[src/rtl/day_cycle_if.sv]
// day_cycle_if: bus between the VGA timing side and the day/night sequencer.
// Signals:
//   vsync      - vertical sync from the VGA timing generator (driven by master)
//   enable     - 1 = cycle runs, 0 = pause (driven by master)
//   restart    - synchronous pulse back to NIGHT start (driven by master)
//   fade_level - 8-bit fade level to sprite/sky stages (driven by slave)
//   phase      - 0=NIGHT 1=RAMP 2=HOLD 3=FALL (driven by slave)
//   frame_tick - one-clk pulse per counted frame (driven by slave)
interface day_cycle_if;
  logic       vsync;
  logic       enable;
  logic       restart;
  logic [7:0] fade_level;
  logic [1:0] phase;
  logic       frame_tick;
  modport master (output vsync, enable, restart, input fade_level, phase, frame_tick);
  modport slave  (input vsync, enable, restart, output fade_level, phase, frame_tick);
endinterface

[src/rtl/day_cycle_seq.sv]
// day_cycle_seq: frame-rate day/night sequencer producing fade_level from vsync edges.
// Ports:
//   clk   - pixel clock, same domain as vsync
//   rst_n - asynchronous active-low reset
//   bus   - day_cycle_if.slave (vsync, enable, restart in; fade_level, phase, frame_tick out)
// Optional feature: define DAY_CYCLE_PINGPONG_EN to add the FALL phase (symmetric sunset);
// without it HOLD returns straight to NIGHT with fade_level forced to 0.
module day_cycle_seq #(
  parameter int unsigned NIGHT_FRAMES     = 120,
  parameter int unsigned STEP_FRAMES      = 4,
  parameter int unsigned HOLD_FRAMES      = 240,
  parameter bit          VSYNC_ACTIVE_LOW = 1'b1
) (
  input logic        clk,
  input logic        rst_n,
  day_cycle_if.slave bus
);
  localparam logic [15:0] N_EFF = (NIGHT_FRAMES == 0) ? 16'd1 : 16'(NIGHT_FRAMES);
  localparam logic [15:0] S_EFF = (STEP_FRAMES  == 0) ? 16'd1 : 16'(STEP_FRAMES);
  localparam logic [15:0] H_EFF = (HOLD_FRAMES  == 0) ? 16'd1 : 16'(HOLD_FRAMES);
  localparam logic        V_IDLE = VSYNC_ACTIVE_LOW;
  typedef enum logic [1:0] {NIGHT = 2'd0, RAMP = 2'd1, HOLD = 2'd2, FALL = 2'd3} state_t;
  state_t      state_q, state_n;
  logic [7:0]  fade_q, fade_n;
  logic [15:0] cnt_q, cnt_n, cnt_inc;
  logic        vsync_q, tick_q, tick, v_edge;
  // Polarity-normalised edge: previous sample idle, current sample active.
  assign v_edge  = (vsync_q == V_IDLE) & (bus.vsync != V_IDLE);
  assign tick    = v_edge & bus.enable & ~bus.restart;
  assign cnt_inc = cnt_q + 16'd1;
  always_ff @(posedge clk or negedge rst_n) begin
    if (!rst_n) begin
      state_q <= NIGHT;
      fade_q  <= 8'd0;
      cnt_q   <= 16'd0;
      vsync_q <= V_IDLE;
      tick_q  <= 1'b0;
    end else begin
      state_q <= state_n;
      fade_q  <= fade_n;
      cnt_q   <= cnt_n;
      vsync_q <= bus.vsync;
      tick_q  <= tick;
    end
  end
  always_comb begin
    state_n = state_q;
    fade_n  = fade_q;
    cnt_n   = cnt_q;
    if (bus.restart) begin
      state_n = NIGHT;
      fade_n  = 8'd0;
      cnt_n   = 16'd0;
    end else if (tick) begin
      case (state_q)
        NIGHT: begin
          fade_n = 8'd0;
          cnt_n  = (cnt_inc >= N_EFF) ? 16'd0 : cnt_inc;
          state_n = (cnt_inc >= N_EFF) ? RAMP : NIGHT;
        end
        RAMP: begin
          cnt_n = (cnt_inc >= S_EFF) ? 16'd0 : cnt_inc;
          if (cnt_inc >= S_EFF) begin
            fade_n  = fade_q + 8'd1;
            state_n = (fade_q == 8'd254) ? HOLD : RAMP;
          end
        end
        HOLD: begin
          cnt_n = (cnt_inc >= H_EFF) ? 16'd0 : cnt_inc;
          if (cnt_inc >= H_EFF) begin
`ifdef DAY_CYCLE_PINGPONG_EN
            // Leaving HOLD is the first sunset step, mirroring the ramp's last step into HOLD.
            state_n = FALL;
            fade_n  = 8'd254;
`else
            state_n = NIGHT;
            fade_n  = 8'd0;
`endif
          end
        end
`ifdef DAY_CYCLE_PINGPONG_EN
        FALL: begin
          cnt_n = (cnt_inc >= S_EFF) ? 16'd0 : cnt_inc;
          if (cnt_inc >= S_EFF) begin
            fade_n  = fade_q - 8'd1;
            state_n = (fade_q == 8'd1) ? NIGHT : FALL;
          end
        end
`endif
        default: begin
          state_n = NIGHT;
          fade_n  = 8'd0;
          cnt_n   = 16'd0;
        end
      endcase
    end
  end
  assign bus.fade_level = fade_q;
  assign bus.phase      = state_q;
  assign bus.frame_tick = tick_q;
endmodule
[src/flat_wrapper.sv]
// flat-port wrapper written by rule: the top's interface ports become plain ports
module day_cycle_seq_flat 
#(
  parameter int unsigned NIGHT_FRAMES     = 120,
  parameter int unsigned STEP_FRAMES      = 4,
  parameter int unsigned HOLD_FRAMES      = 240,
  parameter bit          VSYNC_ACTIVE_LOW = 1'b1
)
  (clk, rst_n, bus_vsync, bus_enable, bus_restart, bus_fade_level, bus_phase, bus_frame_tick);
  day_cycle_if bus_i ();
  input logic clk;
  input logic rst_n;
  input wire logic [$bits(bus_i.vsync)-1:0] bus_vsync;
  input wire logic [$bits(bus_i.enable)-1:0] bus_enable;
  input wire logic [$bits(bus_i.restart)-1:0] bus_restart;
  output wire logic [$bits(bus_i.fade_level)-1:0] bus_fade_level;
  output wire logic [$bits(bus_i.phase)-1:0] bus_phase;
  output wire logic [$bits(bus_i.frame_tick)-1:0] bus_frame_tick;
  assign bus_i.vsync = bus_vsync;
  assign bus_i.enable = bus_enable;
  assign bus_i.restart = bus_restart;
  assign bus_fade_level = bus_i.fade_level;
  assign bus_phase = bus_i.phase;
  assign bus_frame_tick = bus_i.frame_tick;
  day_cycle_seq #(.NIGHT_FRAMES(NIGHT_FRAMES), .STEP_FRAMES(STEP_FRAMES), .HOLD_FRAMES(HOLD_FRAMES), .VSYNC_ACTIVE_LOW(VSYNC_ACTIVE_LOW)) u_core (.clk(clk), .rst_n(rst_n), .bus(bus_i));
endmodule
[config.mk]
export PLATFORM = sky130hd
export DESIGN_NAME = day_cycle_seq_flat
export DESIGN_NICKNAME = d
export VERILOG_FILES = /design/src/rtl/day_cycle_if.sv /design/src/rtl/day_cycle_seq.sv /design/src/flat_wrapper.sv
export SDC_FILE = /design/constraint.sdc
export NUM_CORES = 1
export LEC_CHECK = 0
export BUFFER_PORTS_ARGS = -buffer_cell sky130_fd_sc_hd__buf_4
export CAP_MARGIN = 20
export CELL_PAD_IN_SITES_DETAIL_PLACEMENT = 0
export CELL_PAD_IN_SITES_GLOBAL_PLACEMENT = 1
export CORE_ASPECT_RATIO = 1.5
export CORE_MARGIN = 8
export CORE_UTILIZATION = 45
export CTS_CLUSTER_DIAMETER = 150
export DETAILED_ROUTE_END_ITERATION = 7
export GPL_TIMING_DRIVEN = 0
export HOLD_SLACK_MARGIN = 0.02
export PLACE_DENSITY = 0.85
export SLEW_MARGIN = 20
export SYNTH_ARGS = -nofsm -noshare
export SYNTH_HDL_FRONTEND = slang
export SYNTH_SLANG_ARGS = --single-unit
[constraint.sdc]
create_clock -name clk -period 3.47 [get_ports clk]
set_clock_uncertainty 0.2 [all_clocks]
set_input_delay 0.694 -clock clk [delete_from_list [all_inputs] [get_ports clk]]
set_output_delay 0.694 -clock clk [all_outputs]
set_load 0.01 [all_outputs]
Word level (Yosys, flattened, before mapping)
Cells that the tools add are included.
{"block": "word_totals", "ff_bits": 28, "elab_cells": 41, "n_memories": 0, "input_bits": 5, "latch_bits": 0, "mem_bits_rw": 0, "out_inout_bits": 11, "mem_bits_ro": 0}
{"block": "op_classes", "multipliers": 0, "order_cmp": 3, "n_reduce_logical": 3, "muxes": 18, "n_eq_ne": 5, "shifts": 0, "n_div": 0, "add_sub_neg": 2, "n_bitwise": 5}
{"operator": "16-bit 2-to-1 mux", "count": 5}
{"operator": "16-bit one-hot mux with 3 select lines", "count": 1}
{"operator": "8-bit 2-to-1 mux", "count": 4}
{"operator": "16-bit by 1-bit adder with 16-bit output (second input constant)", "count": 1}
{"operator": "16-bit by 3-bit >= comparator with 1-bit output (second input constant)", "count": 1}
{"operator": "16-bit by 7-bit >= comparator with 1-bit output (second input constant)", "count": 1}
{"operator": "16-bit by 8-bit >= comparator with 1-bit output (second input constant)", "count": 1}
{"operator": "8-bit one-hot mux with 2 select lines", "count": 1}
{"operator": "2-bit 2-to-1 mux", "count": 5}
{"operator": "8-bit by 1-bit adder with 8-bit output (second input constant)", "count": 1}
{"operator": "8-bit == test (second input constant)", "count": 1}
{"operator": "3-bit by 2-bit != test with 1-bit output (second input constant)", "count": 2}
{"operator": "2-bit one-hot mux with 3 select lines", "count": 1}
{"operator": "1-bit bitwise AND", "count": 3}
{"operator": "3-bit AND reduction", "count": 1}
{"operator": "2-bit by 1-bit == test with 1-bit output (second input constant)", "count": 1}
{"operator": "2-bit == test (second input constant)", "count": 1}
{"operator": "2-bit zero test", "count": 1}
{"operator": "1-bit NOT", "count": 2}
{"operator": "2-bit nonzero test", "count": 1}
{"operator": "1-bit 2-to-1 mux", "count": 1}

Logic depth before layout (Yosys ltp)
{"block": "depth", "ltp_word": 6, "ltp_mapped": 11, "ltp_nobuf": 9}

Least setup slack after synthesis
OpenSTA, ideal clock, no wires.
{"block": "synth_timing", "kind": "reg-to-reg", "startpoint": "register u_core.cnt_q[0]", "endpoint": "register u_core.cnt_q[6]", "path_buffers": 2, "synth_period_minus_slack_ns": 2.753, "setup_time_ns": 0.110, "stages_incl_launch_ff": 11, "t_arrival_ns": 2.443, "setup_slack_ns": 0.717, "required_time_ns": 3.160, "path_cell_list": "dfrtp_1 ha_1 buf_2 nand4_2 nor4b_2 o21bai_1 a2111oi_4 nor2b_1 or3_1 buf_2 o41ai_1"}
{"block": "synth_via", "elab_chain_cells": 6, "word_cells_on_any_way": 10, "cone_classes": "add/sub (1); order compare (3); mux (6)"}
{"item": "start: declaration", "line": "day_cycle_seq.sv:25", "rtl": "logic [15:0] cnt_q, cnt_n, cnt_inc;"}
{"item": "start signal: assignment", "line": "day_cycle_seq.sv:41", "rtl": "cnt_q <= cnt_n;"}
{"item": "16-bit by 1-bit adder with 16-bit output (*)", "line": "day_cycle_seq.sv:30", "rtl": "assign cnt_inc = cnt_q + 16'd1;"}
{"item": "16-bit by 8-bit >= comparator with 1-bit output, or another cell as far along", "line": "day_cycle_seq.sv:69", "rtl": "cnt_n = (cnt_inc >= H_EFF) ? 16'd0 : cnt_inc;"}
{"item": "16-bit 2-to-1 mux, on equally long branches", "line": "day_cycle_seq.sv:69, day_cycle_seq.sv:58, day_cycle_seq.sv:62"}
{"item": "16-bit one-hot mux with 3 select lines (*)", "line": "day_cycle_seq.sv:55", "rtl": "case (state_q)"}
{"item": "16-bit 2-to-1 mux (*)", "line": "day_cycle_seq.sv:54", "rtl": "end else if (tick) begin"}
{"item": "16-bit 2-to-1 mux (*)", "line": "day_cycle_seq.sv:50", "rtl": "if (bus.restart) begin"}
Mark *: on every way between the ends. The rest lies on a longest branch, timed or not. The select of a mux whose other input is x is not followed.
A chain may end at the register's enable or synchronous reset.

Final worst setup path
{"block": "layout_timing", "startpoint": "register u_core.cnt_q[1]", "endpoint": "register u_core.cnt_q[6]"}
The elaborated chain is that of the path after synthesis.

==> impl_results.md <==
- Die H: 93.6 um
- Fin. max-slew vios: 0
- Met2 wire len: around 2.2 mm
- Total gr overflow: 0
- Pwr Density: 280 nW/um^2
- Die width: 67.7 um
- PostCTS Resize Cnt: 0
- IO buf count: 14
- Top layer in use: met4
- Clock Latency Late Sink: 0.27 ns
- Relative slew margins: 0.688
- Final setup vio count: 0
- Leak: 0.000872 uW
- Peak supply drop: about 0.00022 V
- Sequential fraction of the synthesis area: 0.389
- Vias in the first global route: 1,613
- Max FO, Critical Path: 9
- Met3 WL: 155 um
- GP Congestion: 0.796
- CTS tree: built
- Root Driver: clkbuf_8
- Critical path class: reg2reg
- Unrepaired setup endpoints after global routing: false
- DRT Wirelength: 4.28 mm
- Initial antenna violation count: 0
- Cell total after placement: 256
- Final instance area: between 2000 and 2500 sq um
- Fin Setup TNS: 0 ns
- Worst setup SP type: register
- Syn Std Cell Area: 1810 sq um
- Worst hold path type: in2async
- Post CTS Setup Buffer Count: 0
- Detailed-route DRC error count: 0
- Synth-to-Final Area Change: 12.0%
- Data arrival, critical path: ~3.1 ns
- Starting Density: 0.464
- NumNets Final: 224
- Met1 Wirelength: 1.84 mm
- Final WS setup: 0.312 ns
- Netlist cell types: 56
- Synthesis Warnings: 0
- Crit end category: register
- Post-route insts no fill: 260
- All-Layer GR Usage: 0.147
- Std-Cell Rows: 28
- WL/cell: 16.5 um
- Fraction of layout instances using a drive strength above 1: 0.200
- Least-Margin Pin Slew: 0.463 ns
- Area of the die: 6340 sq um
- ANT cells: 0
- Avg Cell Area, Syn: 9.16 sq um
- Drt first pass iters: 4
- Fin. Hold Viols: 0
- Vias post-DR: approximately 1,500
- Detailed Route Iter0 Violations: 66
- I/O pin cnt: 16
- Post-synth ARST share: 1.00
- Synthesized Nets: 205
- CP Data Required Time: ~3.4 ns
- Final HPWL DP: 3.19 mm
- Post-route clock period utilization: 0.910
- Cts hold-fix bufs: 0
- Final Util: 0.520
- Vias/cell: 5.93
- Fmax: between 300 and 400 MHz
- Area after DPL: roughly 2000 sq um
- Synth Instances: between 150 and 200
- Max Root-Sink Buffers: 2
- Fill cells: approximately 390
- CTS clk-pin slew, worst paths: 0.10 ns
- H-Tree Depth: 1
- Detail Route Antenna Nets: 0
- Max Cap Viol: 0
- Final worst path period need: 3.16 ns
- Post-synth EDFFs: 0
- CTS Sinks: 28
- Outcome: complete, no violations
- Yosys reg bits: 28
- Synth Flop Type: dfrtp_1
- Largest net degree at the start of global routing: 29
- Clock buffer count from CTS: 3
- Core Region: 3890 sq um
- First-pass GRT wire length: 7.49 mm
- Placement Setup Slack: 0.338 ns
-- flip-flops by register name, indices dropped and copies added (netlist names) --
name	count
u_core.cnt_q	16
u_core.bus.phase	2
u_core.vsync_q	1
u_core.bus.frame_tick	1
u_core.bus.fade_level	8
-- stage by stage --
step | total power [uW] | hold WS (ns)
floorplan | 349 | 0.198
finish | 566 | 0.122
detailed placement | 365 | 0.325
CTS | 569 | 0.139
global placement | 364 | 0.317
global route | 583 | 0.152
-- worst max-delay path, stage by stage, from the launching register on --
cell       delay (ns)
dfrtp_1          0.48
ha_1             0.18
buf_2            0.21
nand4_2          0.21
nor4b_2          0.26
o21bai_1         0.15
a2111oi_4        0.46
nor2b_1          0.17
or3_1            0.32
buf_2            0.16
o41ai_1          0.25
-- cell type report --
cell class	instances	area, sq um	area share
clock buffers	4	55.1	0.0272
flip-flops and latches	28	702	0.347
inverters	8	30.0	0.0149
multi-input cells	150	1010	0.498
plain buffers	11	67.6	0.0334
repair buffers	14	105	0.0520
well taps	45	56.3	0.0278
-- where the power goes --
| part | internal, uW | switching (uW) | leakage (uW) |
|---|---|---|---|
| Clock | 102 | 106 | 0.0000288 |
| Sequential | 328 | 1.73 | 0.000387 |
| Combinational | 8.19 | 19.9 | 0.000456 |
-- cells in the mapped netlist (2+ instances only) --
| master | count | share of area |
|---|---|---|
| a21oi_1 | 10 | 0.028 |
| and2_1 | 10 | 0.035 |
| and3_1 | 5 | 0.017 |
| buf_2 | 3 | 0.0083 |
| buf_4 | 2 | 0.0083 |
| buf_6 | 2 | 0.012 |
| clkbuf_1 | 4 | 0.0083 |
| dfrtp_1 | 27 | 0.37 |
| ha_1 | 3 | 0.021 |
| inv_1 | 7 | 0.015 |
| nand2_1 | 20 | 0.042 |
| nand2b_1 | 2 | 0.0069 |
| nand3_1 | 5 | 0.014 |
| nand3b_1 | 2 | 0.0083 |
| nand4_1 | 2 | 0.0069 |
| nand4_2 | 2 | 0.014 |
| nor2_1 | 18 | 0.037 |
| nor3_1 | 2 | 0.0055 |
| nor4_1 | 5 | 0.017 |
| o2111ai_1 | 3 | 0.015 |
| o211ai_1 | 2 | 0.0083 |
| o21ai_0 | 8 | 0.022 |
| o31a_1 | 2 | 0.0097 |
| o31ai_1 | 6 | 0.025 |
| o41ai_1 | 2 | 0.0097 |
| or3_1 | 5 | 0.017 |
| or4_1 | 3 | 0.012 |
| xnor2_1 | 2 | 0.0097 |
| xor2_1 | 6 | 0.029 |
-- path summary, 6_finish.rpt --
check / start / slack [ns] / endpoint / depth (start not counted)
worst min register to register: u_core.cnt_q[15] / 0.35 / u_core.cnt_q[15] / 1
worst min-delay path: rst_n / 0.12 / u_core.cnt_q[5] / 1
worst max-delay path: u_core.cnt_q[1] / 0.31 / u_core.cnt_q[6] / 10
worst max register to register: u_core.cnt_q[1] / 0.31 / u_core.cnt_q[6] / 10
min in group clk: bus_vsync / 0.34 / u_core.vsync_q / 1
max in group asynchronous: rst_n / 2.64 / u_core.vsync_q / 1
-- kinds of logic (layout without fill, tap and decap cells) --
family | after synthesis | in the layout | synth area share
buffers and inverters | 19 | 37 | 0.0540
xor gates and xnor gates | 8 | 8 | 0.0388
and+or+nand+nor | 91 | 91 | 0.291
DFF | 28 | 28 | 0.389
muxes | 1 | 1 | 0.00624
adders and majority gates | 3 | 3 | 0.0208
AOI/OAI and AO/OA | 47 | 47 | 0.200
-- per-layer routing --
layer / vias to the layer above / track usage
met5: - / 0
met4: 0 / 0.0560
met3: 6 / 0.0251
met2: 40 / 0.251
met1: 741 / 0.175
li1: 756 / -
-- placed cells by master, fill, tap and decap left out, types with 6 or more instances in the layout --
| master | instances |
|---|---|
| dfrtp_1 | 27 |
| o21ai_0 | 8 |
| buf_4 | 16 |
| a21oi_1 | 10 |
| inv_1 | 7 |
| and2_1 | 10 |
| o31ai_1 | 6 |
| nand2_1 | 20 |
| nor2_1 | 18 |
| xor2_1 | 6 |
Note: power is estimated with default switching activity, not from simulation.
